$ cat config.mk
export PLATFORM = sky130hd
export DESIGN_NAME = move_pulse_gen
export DESIGN_NICKNAME = d
export VERILOG_FILES = /design/src/rtl/move_pulse_gen.sv
export SDC_FILE = /design/constraint.sdc
export NUM_CORES = 1
export LEC_CHECK = 0
export ABC_AREA = 1
export BUFFER_PORTS_ARGS = -buffer_cell sky130_fd_sc_hd__clkbuf_2
export CAP_MARGIN = 5
export CORE_AREA = 2 2 129 131
export DETAILED_ROUTE_END_ITERATION = 10
export DIE_AREA = 0 0 131 133
export PLACE_DENSITY = 0.5
export SYNTH_ARGS = -nofsm -noshare
export SYNTH_HDL_FRONTEND = slang
export SYNTH_SLANG_ARGS = --single-unit
$ cat constraint.sdc
create_clock -name clk_in -period 2 [get_ports clk_in]
set_clock_uncertainty 0.1 [all_clocks]
set_input_delay 0 -clock clk_in [delete_from_list [all_inputs] [get_ports clk_in]]
set_output_delay 0 -clock clk_in [all_outputs]
set_load 0.02 [all_outputs]
$ cat src/rtl/move_pulse_gen.sv
// Movement button front-end: synchronise, debounce, prioritise and emit
// single-cycle command pulses with auto-repeat for movement_control.
//
// state | meaning
// ------+----------------------------------------------------------------
// IDLE  | waiting for any debounced button; latches highest-priority cmd
// FIRE  | one cycle with the cmd pulse and is_pulse high
// GAP   | GAP_CYCLES forced idle cycles so the consumer can settle
// HOLD  | cmd button still held; counts towards the next auto-repeat
module move_pulse_gen #(
    parameter logic [15:0] DEBOUNCE_CYCLES = 16'd50000,
    parameter logic [3:0]  GAP_CYCLES      = 4'd2,
    parameter logic [23:0] REPEAT_DELAY    = 24'd6500000,
    parameter logic [23:0] REPEAT_PERIOD   = 24'd3250000
) (
    input  logic clk_in,
    input  logic rst_in,
    input  logic btn_fwd_in,
    input  logic btn_bwd_in,
    input  logic btn_left_in,
    input  logic btn_right_in,
    output logic fwd_pulse,
    output logic bwd_pulse,
    output logic leftRot_pulse,
    output logic rightRot_pulse,
    output logic is_pulse
);

    typedef enum logic [1:0] {S_IDLE, S_FIRE, S_GAP, S_HOLD} state_t;

    // Bit positions double as command codes, in priority order.
    localparam logic [1:0] CMD_FWD   = 2'd0;
    localparam logic [1:0] CMD_BWD   = 2'd1;
    localparam logic [1:0] CMD_LEFT  = 2'd2;
    localparam logic [1:0] CMD_RIGHT = 2'd3;

    logic [3:0] btn_raw;
    logic [3:0] sync_a;
    logic [3:0] sync_b;
    logic [3:0] stable;

    assign btn_raw = {btn_right_in, btn_left_in, btn_bwd_in, btn_fwd_in};

    always_ff @(posedge clk_in or negedge rst_in) begin
        if (!rst_in) begin
            sync_a <= '0;
            sync_b <= '0;
        end else begin
            sync_a <= btn_raw;
            sync_b <= sync_a;
        end
    end

    for (genvar g = 0; g < 4; g++) begin : g_deb
        logic [15:0] deb_cnt;
        logic        stable_bit;

        always_ff @(posedge clk_in or negedge rst_in) begin
            if (!rst_in) begin
                deb_cnt    <= '0;
                stable_bit <= 1'b0;
            end else if (sync_b[g] == stable_bit) begin
                deb_cnt <= '0;
            end else if (deb_cnt == DEBOUNCE_CYCLES - 16'd1) begin
                stable_bit <= sync_b[g];
                deb_cnt    <= '0;
            end else begin
                deb_cnt <= deb_cnt + 16'd1;
            end
        end

        assign stable[g] = stable_bit;
    end

    state_t      state_q, state_d;
    logic [1:0]  cmd_q, cmd_d;
    logic        first_q, first_d;
    logic [3:0]  gap_q, gap_d;
    logic [23:0] rpt_q, rpt_d;
    logic [3:0]  pulse_q, pulse_d;
    logic        is_q, is_d;

    logic [1:0]  pick_cmd;
    logic        cmd_held;
    logic [23:0] rpt_thresh;

    always_comb begin
        pick_cmd = CMD_FWD;
        if (stable[CMD_FWD])        pick_cmd = CMD_FWD;
        else if (stable[CMD_BWD])   pick_cmd = CMD_BWD;
        else if (stable[CMD_LEFT])  pick_cmd = CMD_LEFT;
        else if (stable[CMD_RIGHT]) pick_cmd = CMD_RIGHT;
    end

    assign cmd_held   = stable[cmd_q];
    assign rpt_thresh = first_q ? REPEAT_DELAY : REPEAT_PERIOD;

    always_ff @(posedge clk_in or negedge rst_in) begin
        if (!rst_in) begin
            state_q <= S_IDLE;
            cmd_q   <= CMD_FWD;
            first_q <= 1'b0;
            gap_q   <= '0;
            rpt_q   <= '0;
            pulse_q <= '0;
            is_q    <= 1'b0;
        end else begin
            state_q <= state_d;
            cmd_q   <= cmd_d;
            first_q <= first_d;
            gap_q   <= gap_d;
            rpt_q   <= rpt_d;
            pulse_q <= pulse_d;
            is_q    <= is_d;
        end
    end

    always_comb begin
        state_d = state_q;
        cmd_d   = cmd_q;
        first_d = first_q;
        gap_d   = gap_q;
        rpt_d   = rpt_q;
        case (state_q)
            S_IDLE: begin
                if (|stable) begin
                    cmd_d   = pick_cmd;
                    first_d = 1'b1;
                    state_d = S_FIRE;
                end
            end
            S_FIRE: begin
                gap_d   = '0;
                state_d = S_GAP;
            end
            S_GAP: begin
                if (gap_q == GAP_CYCLES - 4'd1) begin
                    rpt_d   = '0;
                    state_d = S_HOLD;
                end else begin
                    gap_d = gap_q + 4'd1;
                end
            end
            S_HOLD: begin
                // A zero REPEAT_DELAY parks here until release.
                if (!cmd_held) begin
                    state_d = S_IDLE;
                end else if (REPEAT_DELAY != 24'd0) begin
                    if (rpt_q == rpt_thresh - 24'd1) begin
                        first_d = 1'b0;
                        state_d = S_FIRE;
                    end else begin
                        rpt_d = rpt_q + 24'd1;
                    end
                end
            end
            default: state_d = S_IDLE;
        endcase
    end

    // Outputs are computed from the next state so they come straight from flops.
    always_comb begin
        pulse_d = '0;
        is_d    = 1'b0;
        if (state_d == S_FIRE) begin
            pulse_d[cmd_d] = 1'b1;
            is_d           = 1'b1;
        end
    end

    assign fwd_pulse      = pulse_q[CMD_FWD];
    assign bwd_pulse      = pulse_q[CMD_BWD];
    assign leftRot_pulse  = pulse_q[CMD_LEFT];
    assign rightRot_pulse = pulse_q[CMD_RIGHT];
    assign is_pulse       = is_q;

endmodule

======== Yosys cells after proc, flatten, opt, wreduce, memory -nomap -nowiden ========
Cells that the tools add are included.
W data, S select, Z words.
word-level totals
  output and inout port bits .............. 5
  memory bits (writable) .................. 0
  memories kept ........................... 0
  latch bits .............................. 0
  bits in read-only memories .............. 0
  word-level logic and storage cells ...... 100
  bits of input ports ..................... 6
  bits in registers ....................... 114
operators by class
  $lt $le $gt $ge ......................... 3
  bitwise operators ....................... 4
  equal/unequal tests ..................... 20
  shifts and indexed selects .............. 0
  div/mod/pow operators ................... 0
  multipliers ............................. 0
  reductions and logical operators ........ 13
  muxes and demuxes ....................... 36
  $add $sub $neg .......................... 7
operator list
  cell                     number
  $mux W16                 8
  $mux W24                 3
  $add A16 B1 Y16 const B  4
  $eq A16 B16 Y1 const B   4
  $pmux W24 S2             1
  $add A24 B1 Y24 const B  1
  $eq A24 B24 Y1           1
  $sub A23 B1 Y24 const B  1
  $mux W23                 1
  $mux W2                  10
  $ne A2 B2 Y1 const B     6
  $reduce_and A2 Y1        5
  $mux W4                  2
  $pmux W2 S4              1
  $pmux W4 S2              1
  $reduce_and A4 Y1        2
  $lt A2 B3 Y1 const B     2
  $mux W1                  6
  $reduce_bool A2 Y1       3
  $add A4 B1 Y4 const B    1
  $eq A1 B1 Y1             4
  $eq A2 B1 Y1 const B     2
  $eq A2 B2 Y1 const B     2
  $eq A4 B1 Y1 const B     1
  other kinds (8)          11

======== Longest topological paths before layout ========
  depth after elaboration ................. 11
  gate-level depth with buffers ........... 12
  mapped depth without buffers ............ 12

======== Worst setup path after synthesis ========
Ideal clock, no wire load.
  kind .................................... register -> register
  start point ............................. register rpt_q[0]
  end point ............................... register rpt_q[1]
  arrival time ............................ 1454 ps
  path buffers ............................ 1
  clock period less this slack ............ 1680 ps
  library setup time ...................... 126 ps
  required time ........................... 1774 ps
  cell stages (with the launch flop) ...... 10
  path slack .............................. 320 ps
  cell sequence ........................... dfrtp_1 > ha_1 > nand3_1 > nor2_1 > nand2_1 > nor2_1 > nand2_2 > nand2_4 > buf_6 > o21ai_0
on the way
  longest elaborated chain between the ends .. 4
  elaborated cells on any way between the ends .. 7
  those cells by class .................... add/sub: 1; eq/ne: 2; mux: 3; reduce/logical: 1
RTL lines
  item                      RTL line  RTL
  start: declaration        79        logic [23:0] rpt_q, rpt_d;
  start signal: assignment  112       rpt_q <= rpt_d;
  $add A24 B1 Y24           153       rpt_d = rpt_q + 24'd1;
  $mux W24                  149       if (rpt_q == rpt_thresh - 24'd1) begin
  $mux W24                  146       if (!cmd_held) begin
  $pmux W24 S2              124       case (state_q)
Parallel ways exist; a longest one is shown, timed or not. The select of a mux whose other input is x is not followed.
A chain may end at the register's enable or synchronous reset.

======== Worst setup path in the final report ========
  start point ............................. register g_deb[0].deb_cnt[0]
  end point ............................... register g_deb[0].deb_cnt[8]
on the way
  longest elaborated chain between the ends .. 3
  elaborated cells on any way between the ends .. 4
  those cells by class .................... add/sub: 1; eq/ne: 1; mux: 2
RTL lines
  item                                                      RTL line  RTL
  start: declaration                                        55        logic [15:0] deb_cnt;
  start signal: assignment                                  68        deb_cnt <= deb_cnt + 16'd1;
  $add A16 B1 Y16 / $eq A16 B16 Y1 (equally long branches)  68, 64
  $mux W16 *                                                64        end else if (deb_cnt == DEBOUNCE_CYCLES - 16'd1) begin
  $mux W16 *                                                62        end else if (sync_b[g] == stable_bit) begin
Mark *: on every way between the ends. The rest lies on a longest branch, timed or not.

==> metrics.csv <==
stage,metric,value,unit
pwr,p_int,4.39,mW
sta,max_slew.worst_pin.slew,0.860,ns
flow_run,max-cap-violations,0,
floorplan,core-area,16200,um2
floorplan,design.die.area,17400,um2
sta,rsz0062_at_grt,no,
finish,area_occupied_by_multi_input_gates,2910,um2
global_route,antenna_found_initial,0,
finish,areaGrowthSynthToFinish,16.7,%
global_route,grt_util_all_layers,17.8,%
clocking,ctsLongestPathBuffers,2,
route,dr.first_iter.drc_count,360,
worst_setup_path,setup.worst_path.start_class,flop,
placed_design,placement.io_buffers,10,
clocking,htree_num_levels,4,
sta,setup_viol_count_final,0,
placed_design,setup_slack_after_placement,0.161,ns
sta,final-max-slew-violation-count,0,
finish,register_area,2850,um2
sta,slew_limit_headroom,42.5,%
floorplan,initial_utilization,38.7,%
finish,layout.filler_cells,1607,
clocking,cts_made_buffers,17,
synthesis,synth-seq-area-share,45.6,%
global_route,grt_pass1_wl,24.7,mm
global_route,grt_start_max_net_pins,54,
worst_setup_path,worstPathRequired,2.21,ns
route,postRouteAntennaNets,0,
pwr,peak_supply_drop,0.576,mV
clocking,cts_tree,done,
pwr,p_switching,1.18,mW
synthesis,synthesis.nets,856,
route,avgRoutedWirePerCell,12.6,um
route,dr.pass1.iters,7,
finish,mostFrequentLayoutCell,sky130_fd_sc_hd__nand2_1,
sta,final_period_minus_worst_setup_slack,1.79,ns
finish,finalNetCount,895,
synthesis,post_synth_num_cell_types,33,
synthesis,yosys_warnings,0,
floorplan,fp.dieW,131,um
placed_design,hpwlAfterDp,10.2,mm
floorplan,ios,11,
run_status,outcome,completed,
clocking,clk_pin_slew,0.05,ns
sta,fmax,0.557,GHz
synthesis,postSynthCellCount,843,
clocking,clock_sink_count,114,
pwr,seqPwrFrac,42.2,%
synthesis,synthesis.area_per_instance,7.42,um2
sta,fin_ws,0.205,ns
global_route,total_global_routing_overflow,0,
finish,layout.cells.most_common_list,"sky130_fd_sc_hd__nand2_1, sky130_fd_sc_hd__nor2_1, sky130_fd_sc_hd__dfrtp_1",
synthesis,ys_seq_elements,114,
route,drt-vias-per-instance,4.82,
route,drc,0,
sta,fin_tns_setup,0,ns
route,num_vias,5378,
global_route,first_global_vias,5229,
sta,finalHoldViolations,0,
clocking,cts_setup_buffers,0,
worst_setup_path,path_max_fanout,6,
finish,antenna_cells,0,
worst_setup_path,critical_path_class,flop to flop,
sta,timing.final.crit_share,89.7,%
pwr,power_density,764,nW/um2
pwr,p_clk_share,55.4,%
placed_design,weighted_congestion_at_the_end_of_routability_driven_global_placement,0.914,
floorplan,std_cell_rows,47,
finish,share_of_layout_cells_above_drive_strength_1,8.04,%
pwr,leakage_power_summed_over_all_cells,3.18,nW
pwr,power.combinational.fraction,2.4,%
floorplan,die_h,133,um
worst_setup_path,arrival,2.00,ns
synthesis,post_synth_instance_area,6250,um2
worst_setup_path,setup.worst_path.end_class,flop,
pwr,power.switching_fraction,21.3,%
clocking,clockRootBuffer,sky130_fd_sc_hd__clkbuf_16,
worst_hold_path,hold_path.class,input port to async pin,
clocking,worstSkewPairLatency,0.42,ns
route,wirelength,14.0,mm
-- synth_stat cells (all sizes together) --
cell    instances  area [um2]
ha              7        87.6
nand4          24         150
nor2          138         521
o21ai          37         223
or2             2        12.5
a21boi          1        7.51
o21bai          5        37.5
buf             5        60.1
inv           115         432
and2            1        6.26
o22ai           2        12.5
nor4            7        43.8
clkinv          1        3.75
a21oi          19        95.1
xor2           27         236
nand3          66         330
nor3           43         220
clkbuf          1        3.75
nand2         216         826
nor3b           6        45.0
nand3b          1        7.51
xnor2           3        26.3
and3            2        12.5
dfrtp         114        2850
-- worst max-delay path, cell delays in order (launching register included) --
cell and delay (ns):
sky130_fd_sc_hd__dfrtp_1 0.37, sky130_fd_sc_hd__ha_1 0.21, sky130_fd_sc_hd__nand3_1 0.24, sky130_fd_sc_hd__nor4_1 0.52
sky130_fd_sc_hd__nand2_1 0.10, sky130_fd_sc_hd__nand3_1 0.10, sky130_fd_sc_hd__nor2_1 0.04
-- power groups by stage --
| stage | registers (mW) | logic [mW] | clock network [mW] |
|---|---|---|---|
| global placement | 2.39 | 0.127 | 0 |
| finish | 2.36 | 0.134 | 3.09 |
| floorplan | 2.39 | 0.0523 | 0 |
| global route | 2.36 | 0.159 | 3.27 |
| detailed placement | 2.39 | 0.130 | 0 |
| CTS | 2.35 | 0.141 | 3.16 |
-- cell type report --
cell class | count | area share, %
clock buffer | 22 | 6.36
clock inverter | 10 | 1.82
inverter | 116 | 5.97
multi-input combinational | 607 | 39.9
sequential | 114 | 39.1
tap | 220 | 3.77
timing repair buffer | 26 | 3.09
-- cells by family after synthesis --
family | synth area share (%)
buffers and inverters | 7.98
xor gates and xnor gates | 4.20
and+or+nand+nor | 34.8
AOI/OAI and AO/OA | 6.00
adders and majority gates | 1.40
DFF | 45.6
-- per-stage QoR --
step	cell area (um2)	power, mW	instances	hold slack (ns)	utilization (%)
finish	7300	5.57	1115	0.0654	45.1
global route	7300	5.78	1115	0.105	45.1
CTS	7290	5.65	1115	0.0805	45.1
detailed placement	6630	2.52	1077	-0.185	41.0
global placement	6630	2.52	1077	-0.186	41.0
floorplan	6250	2.44	843	-0.396	-
-- repair_timing --
action,CTS,global route
hold buffers,6,0
gates resized for setup,0,3
setup endpoints to repair,0,15
endpoints found under the hold margin,118,0
-- final timing paths --
path	slack [ns]	startpoint	depth (start not counted)	to
min reg2reg	0.25	sync_a[0]	0	sync_b[0]
min in group clk_in	0.13	btn_left_in	2	sync_a[2]
min	0.07	rst_in	3	g_deb[3].deb_cnt[10]
max reg2reg	0.21	g_deb[0].deb_cnt[0]	6	g_deb[0].deb_cnt[8]
max	0.21	g_deb[0].deb_cnt[0]	6	g_deb[0].deb_cnt[8]
max in group asynchronous	0.51	rst_in	3	g_deb[0].deb_cnt[14]
-- registers in the layout, indices dropped and copies added (netlist names) --
name	count
state_q	2
gap_q	4
pulse_q	4
sync_b	4
is_pulse	1
g_deb.stable_bit	4
first_q	1
sync_a	4
rpt_q	24
cmd_q	2
g_deb.deb_cnt	64
-- metal layers --
| layer | vias to the layer above | routed length, um | GRT usage (%) |
|---|---|---|---|
| li1 | 2788 | - | - |
| met3 | 20 | 487 | 3.60 |
| met4 | 0 | 262 | 7.62 |
| met5 | - | 0 | 0 |
| met1 | 2469 | 6890 | 24.2 |
| met2 | 101 | 6410 | 27.4 |
No activity file was read; power rests on OpenSTA's default activity.
